===== src/rtl/basic_timer_core.sv =====
// rtl/basic_timer_core.sv - register-programmed up-counting basic timer with prescaler and auto-reload
module basic_timer_core #(
    parameter int CNT_W  = 16,
    parameter int DATA_W = 32
) (
    input  logic              clk,
    input  logic              rst,
    input  logic [3:0]        ld_sel,
    input  logic [DATA_W-1:0] data_in,
    input  logic              isr_clr,
    output logic              uif,
    output logic              upd_evt,
    output logic [CNT_W-1:0]  cnt
);

    localparam logic [3:0] SEL_CR1  = 4'h0;
    localparam logic [3:0] SEL_DIER = 4'h1;
    localparam logic [3:0] SEL_SR   = 4'h2;
    localparam logic [3:0] SEL_EGR  = 4'h3;
    localparam logic [3:0] SEL_CNT  = 4'h4;
    localparam logic [3:0] SEL_PSC  = 4'h5;
    localparam logic [3:0] SEL_ARR  = 4'h6;

    localparam logic [CNT_W-1:0] CNT_ONE = {{(CNT_W-1){1'b0}}, 1'b1};

    // Control and status register bits
    logic cen_q, cen_d;
    logic arpe_q, arpe_d;
    logic uie_q, uie_d;
    logic sr_uif_q, sr_uif_d;

    // Preload / shadow pairs for prescaler and auto-reload
    logic [CNT_W-1:0] psc_pre_q, psc_pre_d;
    logic [CNT_W-1:0] psc_sh_q, psc_sh_d;
    logic [CNT_W-1:0] arr_pre_q, arr_pre_d;
    logic [CNT_W-1:0] arr_sh_q, arr_sh_d;

    // Counting state
    logic [CNT_W-1:0] cnt_q, cnt_d;
    logic [CNT_W-1:0] psc_cnt_q, psc_cnt_d;

    // Registered outputs
    logic uif_q, uif_d;
    logic upd_evt_q;

    // Write decode
    logic wr_cr1, wr_dier, wr_sr, wr_egr, wr_cnt, wr_psc, wr_arr;
    logic ug;

    // Counting datapath
    logic             tick;
    logic [CNT_W-1:0] arr_eff;
    logic             nat_upd;
    logic             upd;

    // Only the low bits of most registers are meaningful; the rest of the bus is folded here
    logic unused_data_bits;
    assign unused_data_bits = ^data_in;

    // Register write decode; select 7 and 8..F decode to nothing
    always_comb begin
        wr_cr1  = (ld_sel == SEL_CR1);
        wr_dier = (ld_sel == SEL_DIER);
        wr_sr   = (ld_sel == SEL_SR);
        wr_egr  = (ld_sel == SEL_EGR);
        wr_cnt  = (ld_sel == SEL_CNT);
        wr_psc  = (ld_sel == SEL_PSC);
        wr_arr  = (ld_sel == SEL_ARR);
        ug      = wr_egr && data_in[0];
    end

    // Prescaler tick, effective reload value and update event detection
    always_comb begin
        tick    = cen_q && (psc_cnt_q == psc_sh_q);
        arr_eff = arpe_q ? arr_sh_q : arr_pre_q;
        // >= rather than == so a reload value lowered below the count still wraps on the next tick
        nat_upd = tick && (cnt_q >= arr_eff);
        // A UG write landing on a natural update merges into one event
        upd     = nat_upd || ug;
    end

    // Next-state for control registers and preloads
    always_comb begin
        cen_d     = cen_q;
        arpe_d    = arpe_q;
        uie_d     = uie_q;
        psc_pre_d = psc_pre_q;
        arr_pre_d = arr_pre_q;
        if (wr_cr1) begin
            cen_d  = data_in[0];
            arpe_d = data_in[7];
        end
        if (wr_dier) begin
            uie_d = data_in[0];
        end
        if (wr_psc) begin
            psc_pre_d = data_in[CNT_W-1:0];
        end
        if (wr_arr) begin
            arr_pre_d = data_in[CNT_W-1:0];
        end
    end

    // Next-state for shadows, status flag and registered irq
    always_comb begin
        psc_sh_d = psc_sh_q;
        arr_sh_d = arr_sh_q;
        sr_uif_d = sr_uif_q;
        if (upd) begin
            psc_sh_d = psc_pre_q;
            arr_sh_d = arr_pre_q;
        end
        // Setting the flag beats any clear arriving in the same cycle
        if (upd) begin
            sr_uif_d = 1'b1;
        end else if (isr_clr || (wr_sr && !data_in[0])) begin
            sr_uif_d = 1'b0;
        end
        uif_d = sr_uif_d && uie_d;
    end

    // Next-state for prescaler counter and main counter
    always_comb begin
        psc_cnt_d = psc_cnt_q;
        cnt_d     = cnt_q;
        if (ug) begin
            psc_cnt_d = '0;
        end else if (cen_q) begin
            psc_cnt_d = (psc_cnt_q == psc_sh_q) ? '0 : (psc_cnt_q + CNT_ONE);
        end
        // A direct CNT write overrides the tick but leaves the prescaler phase alone
        if (ug) begin
            cnt_d = '0;
        end else if (wr_cnt) begin
            cnt_d = data_in[CNT_W-1:0];
        end else if (tick) begin
            cnt_d = nat_upd ? '0 : (cnt_q + CNT_ONE);
        end
    end

    // Control registers and preloads
    always_ff @(posedge clk or negedge rst) begin
        if (!rst) begin
            cen_q     <= 1'b0;
            arpe_q    <= 1'b0;
            uie_q     <= 1'b0;
            psc_pre_q <= '0;
            arr_pre_q <= '1;
        end else begin
            cen_q     <= cen_d;
            arpe_q    <= arpe_d;
            uie_q     <= uie_d;
            psc_pre_q <= psc_pre_d;
            arr_pre_q <= arr_pre_d;
        end
    end

    // Shadow registers and status flag
    always_ff @(posedge clk or negedge rst) begin
        if (!rst) begin
            psc_sh_q <= '0;
            arr_sh_q <= '1;
            sr_uif_q <= 1'b0;
        end else begin
            psc_sh_q <= psc_sh_d;
            arr_sh_q <= arr_sh_d;
            sr_uif_q <= sr_uif_d;
        end
    end

    // Prescaler counter and main counter
    always_ff @(posedge clk or negedge rst) begin
        if (!rst) begin
            psc_cnt_q <= '0;
            cnt_q     <= '0;
        end else begin
            psc_cnt_q <= psc_cnt_d;
            cnt_q     <= cnt_d;
        end
    end

    // Registered interrupt request and single-cycle update pulse
    always_ff @(posedge clk or negedge rst) begin
        if (!rst) begin
            uif_q     <= 1'b0;
            upd_evt_q <= 1'b0;
        end else begin
            uif_q     <= uif_d;
            upd_evt_q <= upd;
        end
    end

    assign uif     = uif_q;
    assign upd_evt = upd_evt_q;
    assign cnt     = cnt_q;

endmodule


===== config.mk =====
export PLATFORM = sky130hd
export DESIGN_NAME = basic_timer_core
export DESIGN_NICKNAME = d
export VERILOG_FILES = /design/src/rtl/basic_timer_core.sv
export SDC_FILE = /design/constraint.sdc
export NUM_CORES = 1
export LEC_CHECK = 0
export ABC_AREA = 1
export BUFFER_PORTS_ARGS = -buffer_cell sky130_fd_sc_hd__buf_2
export CELL_PAD_IN_SITES_DETAIL_PLACEMENT = 2
export CELL_PAD_IN_SITES_GLOBAL_PLACEMENT = 2
export CORE_MARGIN = 3
export CORE_UTILIZATION = 31
export CTS_CLUSTER_DIAMETER = 150
export CTS_CLUSTER_SIZE = 10
export DETAILED_ROUTE_END_ITERATION = 7
export PLACE_DENSITY_LB_ADDON = 0.1
export SLEW_MARGIN = 20
export SYNTH_ARGS = -nofsm -noshare
export SYNTH_HDL_FRONTEND = slang
export SYNTH_SLANG_ARGS = --single-unit

===== constraint.sdc =====
create_clock -name clk -period 2.09 [get_ports clk]
set_input_delay 0.209 -clock clk [delete_from_list [all_inputs] [get_ports clk]]
set_output_delay 0.209 -clock clk [all_outputs]
set_load 0.1 [all_outputs]

# After elaboration in Yosys (flattened, before gate mapping)
# Index checks and enable logic that the tools add are counted.
# word_totals
regBits,102
latch_bits,0
ram_bits,0
rom_bits,0
in_bits,39
output_inout_bits,18
word_cells,44
memories,0
# classes
add_sub_neg,2
mul,0
n_div,0
order_cmp,1
n_eq_ne,7
shifts,0
muxes,11
bitwise_logic,0
reduce_logical,11
# ops
operator,count
$mux W16,8
$add A16 B1 Y16 const B,2
$eq A16 B16 Y1,1
$ge A16 B16 Y1,1
$eq A4 B3 Y1 const B,3
$eq A4 B2 Y1 const B,2
$logic_and A1 B1 Y1,5
$eq A4 B1 Y1 const B,1
$logic_not A4 Y1,1
$mux W1,3
$reduce_bool A3 Y1,1
$logic_or A1 B1 Y1,2
$reduce_bool A2 Y1,1
$logic_not A1 Y1,1

# Depth between registers and ports, before layout
# Gate-level depths: netlist (run 1).
# depth
ltp_word,7
mapped_depth,18
depth_no_buf,17

# Worst setup path after synthesis (run 1)
# Ideal clock, no wire load.
# synth_timing
path_type,register to register
from,"reg cnt_q[0], in the netlist cnt[0]"
to,reg psc_sh_q[0]
setup_ps,117
arrival_ps,2341
required_time_ps,1973
slack_ps,-369
stages_incl_launch_ff,17
path_buffers,2
period_less_slack_ps,2459
path_cell_list,dfrtp_1 > inv_1 > ha_1 > nand2_1 > nor2_1 > nor2_1 > nand2_1 > nand2_1 > nand2_1 > nand2_1 > nand2_1 > nand2_4 > nand2_4 > buf_8 > buf_6 > nand2_1 > o21ai_2
# synth_via
elab_chain_cells,3
# synth_lines
element,line_no,source
start: declaration,39,"logic [CNT_W-1:0] cnt_q, cnt_d;"
start signal: assignment,178,cnt_q <= cnt_d;
$ge A16 B16 Y1,77,nat_upd = tick && (cnt_q >= arr_eff);
$logic_and A1 B1 Y1,77,
$logic_or A1 B1 Y1,79,upd = nat_upd || ug;
end signal: assignment,165,psc_sh_q <= psc_sh_d;
end: declaration,34,"logic [CNT_W-1:0] psc_sh_q, psc_sh_d;"
# Every way passes these cells.
# A chain may end at the register's enable or synchronous reset.

# Worst setup path after layout (run 1)
# layout_timing
from,reg arpe_q
to,reg psc_sh_q[11]
# layout_via
elab_chain_cells,4
# layout_lines
element,line_no,source
start: declaration,28,"logic arpe_q, arpe_d;"
start signal: assignment,151,arpe_q <= arpe_d;
$mux W16,75,arr_eff = arpe_q ? arr_sh_q : arr_pre_q;
$ge A16 B16 Y1,77,
$logic_and A1 B1 Y1,77,
$logic_or A1 B1 Y1,79,
# Every way passes these cells.

==> summary.txt, run 1 <==
Run status
  • Status: finished with violations
  • Failing checks: setup timing

Synth
  • Ys Warns: 0
  • Ranking of synthesized cells by area: dfrtp_1 31%, nand2_1 18%, dfstp_2 15%, inv_1 5.7%, o21ai_0 5.5%
  • Cells after Synth: 729
  • Syn_nets: 786
  • Yosys top cell by area: dfrtp_1
  • Post-synthesis sequential area ratio: 46.1%
  • Syn Std Cell Area: 5620 um^2
  • Post-synth cell types: 32
  • Syn Area/Cell: around 7.7 um^2
  • Synth Register Bits: between 100 and 150
  • Top cell type's share of synthesized area: 31.2%

Run
  • Maximum Capacitance Violations: 0

Clocking
  • CTS root buffer: clkbuf_16
  • CTS max path bufs: 2
  • CTS tree: yes
  • Clock Latency Late Sink: 0.36 ns
  • CTS H-tree depth: 3
  • CTS buffer count: 9
  • Clk sinks: 102
  • Worst-path clk slew: roughly 0.070 ns

Drt
  • Initial drt markers: 134
  • Routed Antenna Nets: 0
  • WL per Instance: 17.7 um
  • Routed WL: 18100 um
  • Total number of vias: around 5k
  • Drt drc: 0
  • Drt first pass iters: 4
  • Avg Vias per Cell: roughly 4.8

Critical path
  • Max Fanout on Critical Path: 17
  • Required @ worst endpoint: 2.34 ns
  • Critical Path Start Type: register
  • Critical Path AT: roughly 2.5 ns
  • Crit end category: register
  • CP Class: register to register

Global route
  • Vias in the first global route: roughly 5.5k
  • GRT Total Usage: 18.8%
  • Largest net degree at the start of global routing: 39
  • Initial antenna violation count: 0
  • First-pass GRT wire length: 29400 um
  • GR Overflow Total: 0

Placement
  • RePlAce Congestion: about 0.78
  • Detailed Place HPWL: around 13000 um
  • Place WS: -0.322 ns
  • Port bufs: 40
  • Placed insts: roughly 1k

Finish
  • Commonest non-fill, non-tap cell in the layout: nand2_1
  • N_diodes: 0
  • Layout cells sized above 1: 25.3%
  • Final Non-Filler Cells: roughly 1.0k
  • Area growth from synthesis to layout: 21.2%
  • Commonest cells after routing, fill and taps aside: 258 x nand2_1, 85 x inv_1, 53 x dfrtp_1
  • Number of fill cells: 2043
  • Nets: 848

Power
  • Static Leak: 3.36 nW
  • Overall Power: 8.52 mW
  • Power Dens Cells: 1250 nW/um^2
  • VDD IR max: 0.771 mV

STA
  • Worst-Margin Slew: between 0.5 and 0.6 ns
  • Fin. Hold Viols: 0
  • FMAX: 438 MHz
  • Final setup viols: 51
  • Slew margin rel.: 62.9%
  • Period minus WS final: 2.28 ns
  • Setup Skew: 0.00877 ns
  • Max Transition Viols Final: 0
  • RSZ-0062 raised after global routing: true
  • Fin Hold WS: 0.146 ns
  • Fin crit share: 109%
  • Final worst slack: -0.193 ns
  • Setup TNS: -6.89 ns

Die
  • Row cnt: 48
  • Initial core utilization: 32.0%
  • Die span in y: 141 um
  • Number of top-level pins: 57
  • Die Width: 141 um
  • Core Area: ~18000 um^2
  • Die area: between 15000 and 20000 um^2

Hold path
  • Min-Delay Path Class: input port to register
## final cells by class
| class | instances | area, um^2 | share of cell area [%] |
|---|---|---|---|
| Timing Repair Buffer | 74 | 616 | 9.04 |
| Sequential cell | 102 | 2630 | 38.6 |
| Multi-Input combinational cell | 511 | 2610 | 38.4 |
| Inverter | 93 | 349 | 5.13 |
| Clock buffer | 11 | 243 | 3.56 |
| Clock inverter | 5 | 82.6 | 1.21 |
| Tap cell | 225 | 282 | 4.13 |
## what timing repair did
action / in CTS / in global routing
endpoints found under the hold margin: 20 / 0
setup buffers: 0 / 0
hold buffers: 1 / 0
pin swaps: 0 / 3
endpoints found under the setup margin: 51 / 52
cloned: 1 / 3
gates resized for setup: 25 / 15
## cells by family (layout without fill, tap and decap cells)
kind of cell,after synthesis,in the layout,synth area share [%]
compound gates,111,111,11.8
flops,102,102,46.1
buf+inv,116,183,8.93
fa+ha+maj,18,18,4.01
simple gates,364,364,26.3
xor+xnor,18,18,2.81
## layer usage
| metal | wire length (um) | GRT usage (%) |
|---|---|---|
| met1 | 8100 | 23.7 |
| met2 | 9410 | 33.4 |
| met3 | 308 | 3.26 |
| met4 | 292 | 4.79 |
| met5 | 0 | 0 |
## where the power goes
group	internal (mW)	leakage (nW)	total (mW)	switching, mW
Combinational	1.12	1.97	3.56	2.44
Sequential	2.65	1.23	3.10	0.448
Clock	1.09	0.160	1.87	0.781
## worst max-delay path: stages, from the launching register on
cell and delay (ns):
dfrtp_2 0.45, buf_12 0.17, nor2_2 0.16, a21oi_4 0.05, ha_1 0.28, nand2_1 0.08, nor2_2 0.04, nor2_1 0.08
nand2_1 0.06, nand2_1 0.07, nand2_2 0.07, nand2_2 0.06, nand2_2 0.06, nand2_4 0.11, nand2_8 0.11, clkbuf_16 0.21
nand2_1 0.08, o21ai_2 0.05
## stage by stage
stage	utilization [%]	cell area, um^2
floorplan	-	5650
global placement	35.8	6270
detailed placement	35.8	6270
CTS	38.2	6690
global route	38.8	6810
finish	38.8	6810
## path summary, 6_finish.rpt
kind	startpoint	endpoint	slack, ns	depth (start not counted)
max	arpe_q	psc_sh_q[11]	-0.19	17
min	data_in[1]	arr_pre_q[1]	0.15	3
max reg2reg	arpe_q	psc_sh_q[11]	-0.19	17
min reg2reg	arr_pre_q[8]	arr_sh_q[8]	0.48	2
max in group asynchronous	rst	arr_pre_q[6]	1.08	3
min in group asynchronous	rst	psc_cnt_q[3]	0.36	2
## registers in the layout (all words and copies together), names as in the netlist, 16 cells and up
name,count
arr_sh_q,16
cnt,16
psc_pre_q,16
arr_pre_q,16
psc_cnt_q,16
psc_sh_q,16
## cells in the mapped netlist, drive strengths merged
cell / count
nand2: 270
inv: 93
o21ai: 90
dfrtp: 70
nor2: 48
dfstp: 32
nand3: 24
ha: 18
nor3: 15
xor2: 15
a21oi: 14
buf: 13
clkbuf: 10
nand4: 6
xnor2: 3
a31oi: 2
o21bai: 2
a211oi: 1
nand3b: 1
o21a: 1
o22ai: 1
No activity file was read; power rests on OpenSTA's default activity.
==> inputs of run 2 (changes only) <==
Settings changed: CORE_UTILIZATION 31 to 32, CTS_BUF_LIST set to sky130_fd_sc_hd__clkbuf_4.
==> summary.txt, run 2 (synthesis gave the netlist of run 1 again) <==
Global route
  • First-pass GRT wire length: 29900 um (was 29400 um)
  • Vias in the first global route: 5632 (was 5541)
  • GR Overflow Total: 0 (unchanged)
  • Initial antenna violation count: 1 (was 0)
  • Largest net degree at the start of global routing: 37 (was 39)
  • GRT Total Usage: 19.3% (was 18.8%)

Clocking
  • CTS H-tree depth: 3 (unchanged)
  • Worst-path clk slew: 0.19 ns (was 0.07 ns)
  • CTS root buffer: clkbuf_4 (was clkbuf_16)
  • Clk sinks: 102 (unchanged)
  • CTS max path bufs: 2 (unchanged)
  • CTS tree: yes (unchanged)
  • CTS buffer count: 9 (unchanged)
  • Clock Latency Late Sink: 0.51 ns (was 0.36 ns)

Die
  • Number of top-level pins: 57 (unchanged)
  • Die area: 19200 um^2 (was 19800 um^2)
  • Die Width: 139 um (was 141 um)
  • Initial core utilization: 33.3% (was 32.0%)
  • Die span in y: 139 um (was 141 um)
  • Row cnt: 47 (was 48)
  • Core Area: 16900 um^2 (was 17500 um^2)

Critical path
  • Crit-path max cell delay: 0.49 ns (was 0.45 ns)
  • CP Class: register to register (unchanged)
  • FF-to-FF setup slack: -0.27 ns (was -0.19 ns)
  • Max Fanout on Critical Path: 20 (was 17)
  • Crit end category: register (unchanged)
  • Most common cell on crit path: nand2_8 (was nand2_1)
  • Critical Path AT: 2.75 ns (was 2.54 ns)
  • Worst path top cell family by delay: simple AND/OR/NAND/NOR gates (unchanged)
  • Critical Path Start Type: register (unchanged)
  • Required @ worst endpoint: 2.49 ns (was 2.34 ns)
  • Crit-path slowest cell: dfrtp_2 (unchanged)
  • CP bufs+invs: 3 (was 2)
  • CP Cell Sequence: buf_12, buf_6, o21ai_2, ha_1, nand4_1, a21oi_1, nor2_2, nand2_4, nand2_8, nand2_8, buf_8, nand2_1, o21ai_0 (was buf_12, nor2_2, a21oi_4, ha_1, nand2_1, nor2_2, nor2_1, nand2_1, nand2_1, nand2_2, nand2_2, nand2_2, nand2_4, nand2_8, clkbuf_16, nand2_1, o21ai_2)

Drt
  • Drt first pass iters: 4 (unchanged)
  • Drt drc: 0 (unchanged)
  • Routed Antenna Nets: 0 (unchanged)
  • Routed length on met1: 8210 um (was 8100 um)
  • WL met3: 425 um (was 308 um)
  • Routed WL: 18700 um (was 18100 um)
  • Initial drt markers: 122 (was 134)
  • Total number of vias: 5069 (was 4901)
  • WL per Instance: 17.9 um (was 17.7 um)
  • Avg Vias per Cell: 4.86 (was 4.80)
  • Highest metal layer with signal wires: met4 (unchanged)
  • DR WL met2: 9850 um (was 9410 um)

STA
  • Final worst slack: -0.267 ns (was -0.193 ns)
  • Setup Skew: 0.0217 ns (was 0.00877 ns)
  • Worst-Margin Slew: 0.605 ns (was 0.556 ns)
  • Slew margin rel.: 59.6% (was 62.9%)
  • Max Transition Viols Final: 0 (unchanged)
  • Final setup viols: 51 (unchanged)
  • Fin crit share: 113% (was 109%)
  • Fin. Hold Viols: 0 (unchanged)
  • RSZ-0062 raised after global routing: true (unchanged)
  • FMAX: 424 MHz (was 438 MHz)
  • Period minus WS final: 2.36 ns (was 2.28 ns)
  • Setup TNS: -11.71 ns (was -6.89 ns)

Finish
  • Final Non-Filler Cells: 1044 (was 1021)
  • Area growth from synthesis to layout: 22.9% (was 21.2%)
  • Commonest cells after routing, fill and taps aside: 255 x nand2_1, 85 x inv_1, 53 x dfrtp_1 (was 258 x nand2_1, 85 x inv_1, 53 x dfrtp_1)
  • Layout cells sized above 1: 26.9% (was 25.3%)
  • Nets: 875 (was 848)
  • Number of fill cells: 1966 (was 2043)
  • Commonest non-fill, non-tap cell in the layout: nand2_1 (unchanged)

Placement
  • Placed insts: 1002 (was 1000)
  • Port bufs: 40 (unchanged)
  • RePlAce Congestion: 0.785 (about the same)
  • Detailed Place HPWL: 13100 um (was 13300 um)
  • Place WS: -0.310 ns (was -0.322 ns)

Power
  • Sw Ratio: 47.5% (was 43.1%)
  • Clock Power Share: 13.4% (was 21.9%)
  • Static Leak: 3.41 nW (was 3.36 nW)
  • Power Internal: 4.12 mW (was 4.85 mW)
  • VDD IR max: 0.743 mV (was 0.771 mV)
  • Seq pwr share: 39.1% (was 36.3%)
  • Power Dens Cells: 1140 nW/um^2 (was 1250 nW/um^2)
  • Switching Power: 3.73 mW (was 3.67 mW)
  • Logic gate share of total power: 47.5% (was 41.8%)

Hold path
  • Min-Delay Path Class: input port to register (unchanged)

Run status
  • Status: finished with violations (unchanged)
  • Failing checks: setup timing (unchanged)

Run
  • Maximum Capacitance Violations: 0 (unchanged)
==> run 2: cell types whose count changed in the layout (fill, tap and decap cells not counted), moves of 3 or more <==
cell and change:
dlygate4sd3_1 +14, clkbuf_4 +10, buf_4 +8, clkbuf_16 -8
o21ai_2 +6, inv_6 +4, o21ai_0 -4, nand2_1 -3
==> run 2: path summary, 6_finish.rpt <==
| path | start | endpoint | cells past startpoint |
|---|---|---|---|
| min in group asynchronous | rst | psc_pre_q[3] | 2 |
| worst min register to register | arr_pre_q[6] | arr_sh_q[6] | 2 |
| max in group asynchronous | rst | arr_sh_q[3] | 3 |
| worst max-delay path | arpe_q | psc_sh_q[15] | 13 |
| worst max register to register | arpe_q | psc_sh_q[15] | 13 |
| worst min-delay path | data_in[8] | psc_pre_q[8] | 3 |
==> run 2: repair_timing <==
action | CTS | global route
gates cloned | 2 | 6
endpoints found under the setup margin | 51 | 51
buffers inserted | 2 | 0
gates resized for setup | 40 | 14
endpoints found under the hold margin | 53 | 0
pin swaps | 2 | 11
hold buffers | 15 | 0
==> run 2: per-stage QoR <==
step / utilization, % / area (um^2) / total power, mW / hold slack (ns)
floorplan: - / 5650 / 5.54 / -0.0866
global route: 40.9 / 6910 / 8.47 / -0.000193
detailed placement: 37.5 / 6320 / 6.62 / 0.213
finish: 40.9 / 6910 / 7.85 / 0.0154
CTS: 39.9 / 6730 / 7.86 / 0.000145
global placement: 37.5 / 6320 / 6.42 / 0.219
==> run 2: power by group through the flow <==
stage          Combinational [mW]  Sequential (mW)  Clock (mW)
6_report                     3.73             3.07        1.05
3_5_place_dp                 3.53             3.09           0
4_1_cts                      3.70             3.07        1.10
2_1_floorplan                1.61             3.92           0
5_1_grt                      4.15             3.16        1.17
3_3_place_gp                 3.37             3.06           0
==> run 2: layout make-up <==
cell class                 instances  area (um^2)  area share, %
sequential                       102         2630           38.0
tap                              220          275           3.99
antenna                            1         2.50         0.0362
inverter                          93          349           5.05
clock buffer                      10         75.1           1.09
timing repair buffer             100          872           12.6
multi-input combinational        512         2660           38.4
clock inverter                     6         51.3          0.743
==> run 2: routing by layer <==
metal	vias to the layer above	track usage (%)
met4	0	3.74
met2	55	34.8
met3	14	3.66
li1	2455	-
met1	2545	24.2
met5	-	0
==> run 2: tightest hold or removal path, delay by kind of cell <==
kind                   cells  cell delay, ns
AO/OA/AOI/OAI              1            0.09
buffers and inverters      2            0.21
